`config.mk`:
```
export PLATFORM = sky130hd
export DESIGN_NAME = servant_ram_lat
export DESIGN_NICKNAME = d
export VERILOG_FILES = /design/src/rtl/servant_ram_pkg.sv /design/src/rtl/servant_ram_par.sv /design/src/rtl/servant_ram_lat.sv
export SDC_FILE = /design/constraint.sdc
export NUM_CORES = 2
export LEC_CHECK = 0
export CORE_ASPECT_RATIO = 0.6
export CORE_MARGIN = 10
export CORE_UTILIZATION = 60
export CTS_CLUSTER_DIAMETER = 40
export DETAILED_ROUTE_END_ITERATION = 12
export MAX_ROUTING_LAYER = met4
export PLACE_DENSITY_LB_ADDON = 0.1
export SLEW_MARGIN = 20
export SYNTH_ARGS = -nofsm -noshare
export SYNTH_HDL_FRONTEND = slang
export SYNTH_HIERARCHICAL = 1
export SYNTH_SLANG_ARGS = --single-unit
```
`constraint.sdc`:
```
create_clock -name i_wb_clk -period 4.4 [get_ports i_wb_clk]
set_input_delay 0.88 -clock i_wb_clk [delete_from_list [all_inputs] [get_ports i_wb_clk]]
set_output_delay 0.88 -clock i_wb_clk [all_outputs]
set_load 0.02 [all_outputs]
```
`src/rtl/servant_ram_pkg.sv`:
```
// Shared definitions for the servant latency-configurable RAM: FSM encoding,
// latency bound and byte-parity helper.
package servant_ram_pkg;

  typedef enum logic [1:0] {
    ST_IDLE = 2'd0,
    ST_BUSY = 2'd1,
    ST_DONE = 2'd2
  } state_e;

  localparam int LAT_MAX = 4;

  // Even parity: stored bit makes the 9-bit group have an even count of ones.
  function automatic logic parity8(input logic [7:0] b);
    return ^b;
  endfunction

endpackage

```
`src/rtl/servant_ram_par.sv`:
```
// Per-lane parity: generates parity bits for write data and reduces the
// read-side check of all lanes to a single error flag.
module servant_ram_par
  import servant_ram_pkg::*;
#(
  parameter int NB = 4
) (
  input  logic [NB*8-1:0] wdat_i,
  output logic [NB-1:0]   wpar_o,
  input  logic [NB*8-1:0] rdat_i,
  input  logic [NB-1:0]   rpar_i,
  output logic            perr_o
);

  logic [NB-1:0] mis;

  for (genvar g = 0; g < NB; g++) begin : g_lane
    assign wpar_o[g] = parity8(wdat_i[g*8 +: 8]);
    assign mis[g]    = parity8(rdat_i[g*8 +: 8]) ^ rpar_i[g];
  end

  assign perr_o = |mis;

endmodule

```
`src/rtl/servant_ram_lat.sv`:
```
// Single-port Wishbone RAM with configurable width, depth and ack latency.
// Define SERVANT_RAM_PARITY_EN to store per-byte parity and flag read errors.
module servant_ram_lat
  import servant_ram_pkg::*;
#(
  parameter int dw      = 32,
  parameter int depth   = 256,
  parameter int lat     = 1,
  parameter     memfile = ""
) (
  input  logic                                        i_wb_clk,
  input  logic                                        i_wb_rst,
  input  logic [$clog2(depth)-1:$clog2(dw/8)]         i_wb_adr,
  input  logic [dw-1:0]                               i_wb_dat,
  input  logic [dw/8-1:0]                             i_wb_sel,
  input  logic                                        i_wb_we,
  input  logic                                        i_wb_cyc,
  output logic [dw-1:0]                               o_wb_rdt,
  output logic                                        o_wb_ack,
  output logic                                        o_wb_err
);

  localparam int NB    = dw / 8;
  localparam int WORDS = depth / NB;

  logic [dw-1:0] mem [WORDS];

  state_e        state_q, state_d;
  logic [2:0]    cnt_q, cnt_d;
  logic          we_q;
  logic [dw-1:0] rd_q, rd_word, rd_src;
  logic [dw-1:0] rdt_q;
  logic          ack_q, err_q;
  logic          accept, fin, is_rd, perr;

  assign accept  = (state_q == ST_IDLE) && i_wb_cyc;
  assign rd_word = mem[i_wb_adr];
  // With lat=1 the ack edge is the acceptance edge, so bypass the capture stage.
  assign rd_src  = (lat == 1) ? rd_word : rd_q;
  assign is_rd   = (lat == 1) ? !i_wb_we : !we_q;
  assign fin     = (state_d == ST_DONE) && (state_q != ST_DONE);

  always_comb begin
    state_d = state_q;
    cnt_d   = cnt_q;
    case (state_q)
      ST_IDLE: if (i_wb_cyc) begin
        cnt_d   = 3'd1;
        state_d = (lat == 1) ? ST_DONE : ST_BUSY;
      end
      ST_BUSY: begin
        if (!i_wb_cyc) begin
          state_d = ST_IDLE;
          cnt_d   = 3'd0;
        end else if (cnt_q == 3'(lat - 1)) begin
          state_d = ST_DONE;
        end else begin
          cnt_d = cnt_q + 3'd1;
        end
      end
      ST_DONE: begin
        state_d = ST_IDLE;
        cnt_d   = 3'd0;
      end
      default: begin
        state_d = ST_IDLE;
        cnt_d   = 3'd0;
      end
    endcase
  end

`ifdef SERVANT_RAM_PARITY_EN
  logic [NB-1:0] par_q [WORDS];
  logic [NB-1:0] rpar_q, wpar;

  servant_ram_par #(.NB(NB)) u_par (
    .wdat_i (i_wb_dat),
    .wpar_o (wpar),
    .rdat_i (rd_src),
    .rpar_i ((lat == 1) ? par_q[i_wb_adr] : rpar_q),
    .perr_o (perr)
  );

  always_ff @(posedge i_wb_clk) begin
    if (!i_wb_rst && accept) begin
      rpar_q <= par_q[i_wb_adr];
      if (i_wb_we)
        for (int i = 0; i < NB; i++)
          if (i_wb_sel[i]) par_q[i_wb_adr][i] <= wpar[i];
    end
  end
`else
  assign perr = 1'b0;
`endif

  // Storage is never reset; writes commit on the acceptance edge.
  always_ff @(posedge i_wb_clk) begin
    if (!i_wb_rst && accept && i_wb_we)
      for (int i = 0; i < NB; i++)
        if (i_wb_sel[i]) mem[i_wb_adr][i*8 +: 8] <= i_wb_dat[i*8 +: 8];
  end

  always_ff @(posedge i_wb_clk) begin
    if (i_wb_rst) begin
      state_q <= ST_IDLE;
      cnt_q   <= 3'd0;
      we_q    <= 1'b0;
      rd_q    <= '0;
      rdt_q   <= '0;
      ack_q   <= 1'b0;
      err_q   <= 1'b0;
    end else begin
      state_q <= state_d;
      cnt_q   <= cnt_d;
      ack_q   <= fin && !(is_rd && perr);
      err_q   <= fin && is_rd && perr;
      if (fin && is_rd) rdt_q <= rd_src;
      if (accept) begin
        we_q <= i_wb_we;
        rd_q <= rd_word;
      end
    end
  end

  assign o_wb_rdt = rdt_q;
  assign o_wb_ack = ack_q;
  assign o_wb_err = err_q;

endmodule

```
==> impl_metrics.ini <==
[sta]
period_minus_slack_ns = 3.402
skew_ns = 0.02440
tightest_slew_ns = 1.097
drv_slew = 0
whs_ns = 0.4456
slew_headroom_pct = 26.84
rsz0062_at_grt = no
tns_ns = 0
hold_viol = 0
setup_viol = 0
min_period_over_period_pct = 77.31
timing.fmax_mhz = 294.0
setup_ws_ns = 0.9982

[floorplan]
initial_core_util_pct = 60.35
coreArea_um2 = 134000
die_width_um = 494.0
placementRows = 104
io_pins = 80
die_area_um2 = 150400
die_y_um = 304.4

[setup_path]
arrival_ns = 3.92
crit_fanout = 37
r2r_cells = 7
crit_type = in2reg
startpoint_type = input port
r2r_slack_ns = 1.42
cp-end-kind = flop
r2r-end = mem[7][3]$_DFFE_PP_
cp.required_ns = 4.91
worstReg2RegStart = state_q[1]$_SDFF_PP0_

[logic_synthesis]
synth_fa_ha_area_share_pct = 0.03094
synth_top_family_by_area = multiplexers
synthArstFlopShare_pct = 0
synthSimpleGateAreaFrac_pct = 3.686
synth.distinct_cells = 69
syn_area_um2 = 80880
synth-compound-area-share_pct = 7.727
avgSynthCellArea_um2 = 17.85
synthMuxAreaShare_pct = 9.282
ys.flop_type = edfxtp_1
synth-xor-area-share_pct = 0
ys_ff_latch = 2086
yosysSeqAreaShare_pct = 76.98
synth_edf_count = 2048
synth_nets = 4578
synth_cells = 4530
ys.warnings.count = 6

[drt]
drt_wl_total_mm = 255.2
dr.first_iter.drc_count = 8912
vias_per_cell = 6.975
drtAntennaViolNets = 0
dr.pass1.iters = 6
wl_per_cell_um = 36.81
drc_errors = 0
vias = 48356

[power]
vdd_drop_max_mv = 0.3672
power.density_nw_per_um2 = 437.8
power.leakage_uw = 0.03003

[grt]
gr-total-overflow = 0
grt_pass1_wl_mm = 356.6
first_global_vias = 45351
antenna_found_initial = 17
grt_usage_pct = 34.49
grt_max_degree = 82

[cts]
worstSkewPairLatency_ns = 0.82
clock_sinks = 2086
htree_levels = 4
ctsResizeCount = 0
cts_tree = built
clockBufferDepth = 3
root_buffer = clkbuf_16
cts_made_buffers = 184
cts.clk_slew.worst_paths_ns = 0.06
postCtsSetupBuffers = 0
ctsHoldBuffers = 0

[cells_and_area]
layout.nets = 4986
fill_cells = 8856
layout-drive-gt1-share_pct = 19.76
final_area_um2 = 92000
area_growth_pct = 13.74

[min_path]
holdPathStages = 1
worstHoldStart = i_wb_dat[4]
hold_class = in2reg
holdPathEnd = mem[4][4]$_DFFE_PP_

[run]
maxCapViolations = 0

[placement]
hpwlAfterDp_mm = 164.0
placed_cell_area_um2 = 85980
portBuffers = 78
preCtsSetupSlack_ns = 0.3395
place_congestion = 0.9535

[run_status]
status = finished, final reports clean
[stage by stage]
stage	cells	total power, uW	utilization, %
2_1_floorplan	4530	23390	-
6_report	6933	40270	68.64
3_3_place_gp	6553	24530	64.13
5_1_grt	6922	41210	68.62
4_1_cts	6897	40270	68.57
3_5_place_dp	6554	24560	64.15
[logic make-up after synthesis]
kind of cell    Yosys count
compound gates          832
fa+ha+maj                 2
buf+inv                 328
flops                  2086
mux                     555
other cells               1
simple gates            726
[report_power, final]
| group | switching (uW) | internal, uW |
|---|---|---|
| combinational | 1650 | 688 |
| clock | 7280 | 8790 |
| sequential | 35.9 | 21800 |
[how the worst max path moves through the flow]
| stage | startpoint | end | depth (start not counted) |
|---|---|---|---|
| floorplan | i_wb_adr[4] | mem[59][0]$_DFFE_PP_ | 9 |
| global placement | i_wb_cyc | mem[0][4]$_DFFE_PP_ | 9 |
| detailed placement | i_wb_adr[3] | mem[1][14]$_DFFE_PP_ | 7 |
| CTS | i_wb_adr[3] | mem[1][14]$_DFFE_PP_ | 7 |
| global route | i_wb_adr[3] | mem[1][9]$_DFFE_PP_ | 7 |
| finish | i_wb_adr[3] | mem[1][14]$_DFFE_PP_ | 7 |
[placed cells by master (no fill, tap or decap), types with 11 or more instances in the layout]
cell             netlist  layout
clkinv_2               0      34
a21oi_1               69      69
clkbuf_16              0     188
clkdlybuf4s50_1        0      42
nand3_1               51      51
a31oi_1               13      13
o21ai_1               16      16
o21ai_0               96      96
a22o_1                20      20
inv_6                  0      15
edfxtp_1            2048    2048
nor3_1                21      20
buf_2                124      29
a221oi_1             314     314
diode_2                0      36
nor2_1               467     464
mux2i_1              360     360
dfxtp_1               38      38
o31a_1                11      11
bufinv_16              0      13
clkbuf_1              93      39
o22ai_1               74      74
o2111ai_1             13      13
mux2_2                40      40
buf_4                 57     436
buf_12                 0      34
mux4_2               151     151
a22oi_1              124     124
nand2_1              129     124
a311oi_1              14      14
clkinv_1               0      30
[critical path, stage by stage]
cell and delay, ns:
buf_8 0.18, buf_4 0.37, nand2b_1 0.23, nor2_1 0.63, nand2_1 0.88, nor2_1 0.38, buf_4 0.24
[registers in the layout, indices dropped and copies added, names as in the netlist]
signal and cells:
mem 2048, o_wb_rdt 32, o_wb_ack 1, state_q 2, cnt_q 3
[routing by layer]
metal  wire length, um  track usage (%)
met5                 0                -
met4              9025            10.94
met3             40910            13.53
met2            104700            44.42
met1            100600            50.28
[Yosys cell counts, drive strengths merged (4+ instances only)]
| cell | number | area, um2 |
|---|---|---|
| clkbuf | 93 | 349.1 |
| o22ai | 74 | 462.9 |
| nor2b | 6 | 37.54 |
| nand2 | 129 | 484.2 |
| a311oi | 14 | 122.6 |
| and2 | 5 | 31.28 |
| edfxtp | 2048 | 61500 |
| a31oi | 13 | 81.33 |
| nand3 | 51 | 255.2 |
| nand2b | 8 | 50.05 |
| mux2 | 44 | 503.0 |
| dfxtp | 38 | 760.7 |
| o21ai | 112 | 560.5 |
| mux4 | 151 | 3401 |
| a222oi | 4 | 40.04 |
| o31a | 11 | 96.34 |
| o221ai | 10 | 87.58 |
| a221oi | 315 | 2765 |
| nor3 | 21 | 105.1 |
| inv | 6 | 22.52 |
| mux2i | 360 | 3603 |
| a22oi | 124 | 930.9 |
| nor2 | 472 | 1784 |
| a21oi | 69 | 345.3 |
| buf | 229 | 1484 |
| a211oi | 5 | 37.54 |
| or2 | 4 | 25.02 |
| nand4 | 8 | 50.05 |
| o2111a | 5 | 56.30 |
| a22o | 20 | 175.2 |
| o211ai | 9 | 67.56 |
| and3 | 10 | 62.56 |
| o2111ai | 13 | 113.9 |
| o21a | 10 | 75.07 |
[cell type report]
| cell class | instances | area, um2 | area share (%) |
|---|---|---|---|
| inverter | 6 | 28.78 | 0.03128 |
| multi-input combinational | 2116 | 16880 | 18.35 |
| tap | 1802 | 2255 | 2.451 |
| timing repair buffer | 544 | 4564 | 4.961 |
| clock inverter | 108 | 962.2 | 1.046 |
| sequential | 2086 | 62260 | 67.67 |
| antenna | 36 | 90.09 | 0.09792 |
| clock buffer | 235 | 4961 | 5.393 |
Note: power is estimated with default switching activity, not from simulation.
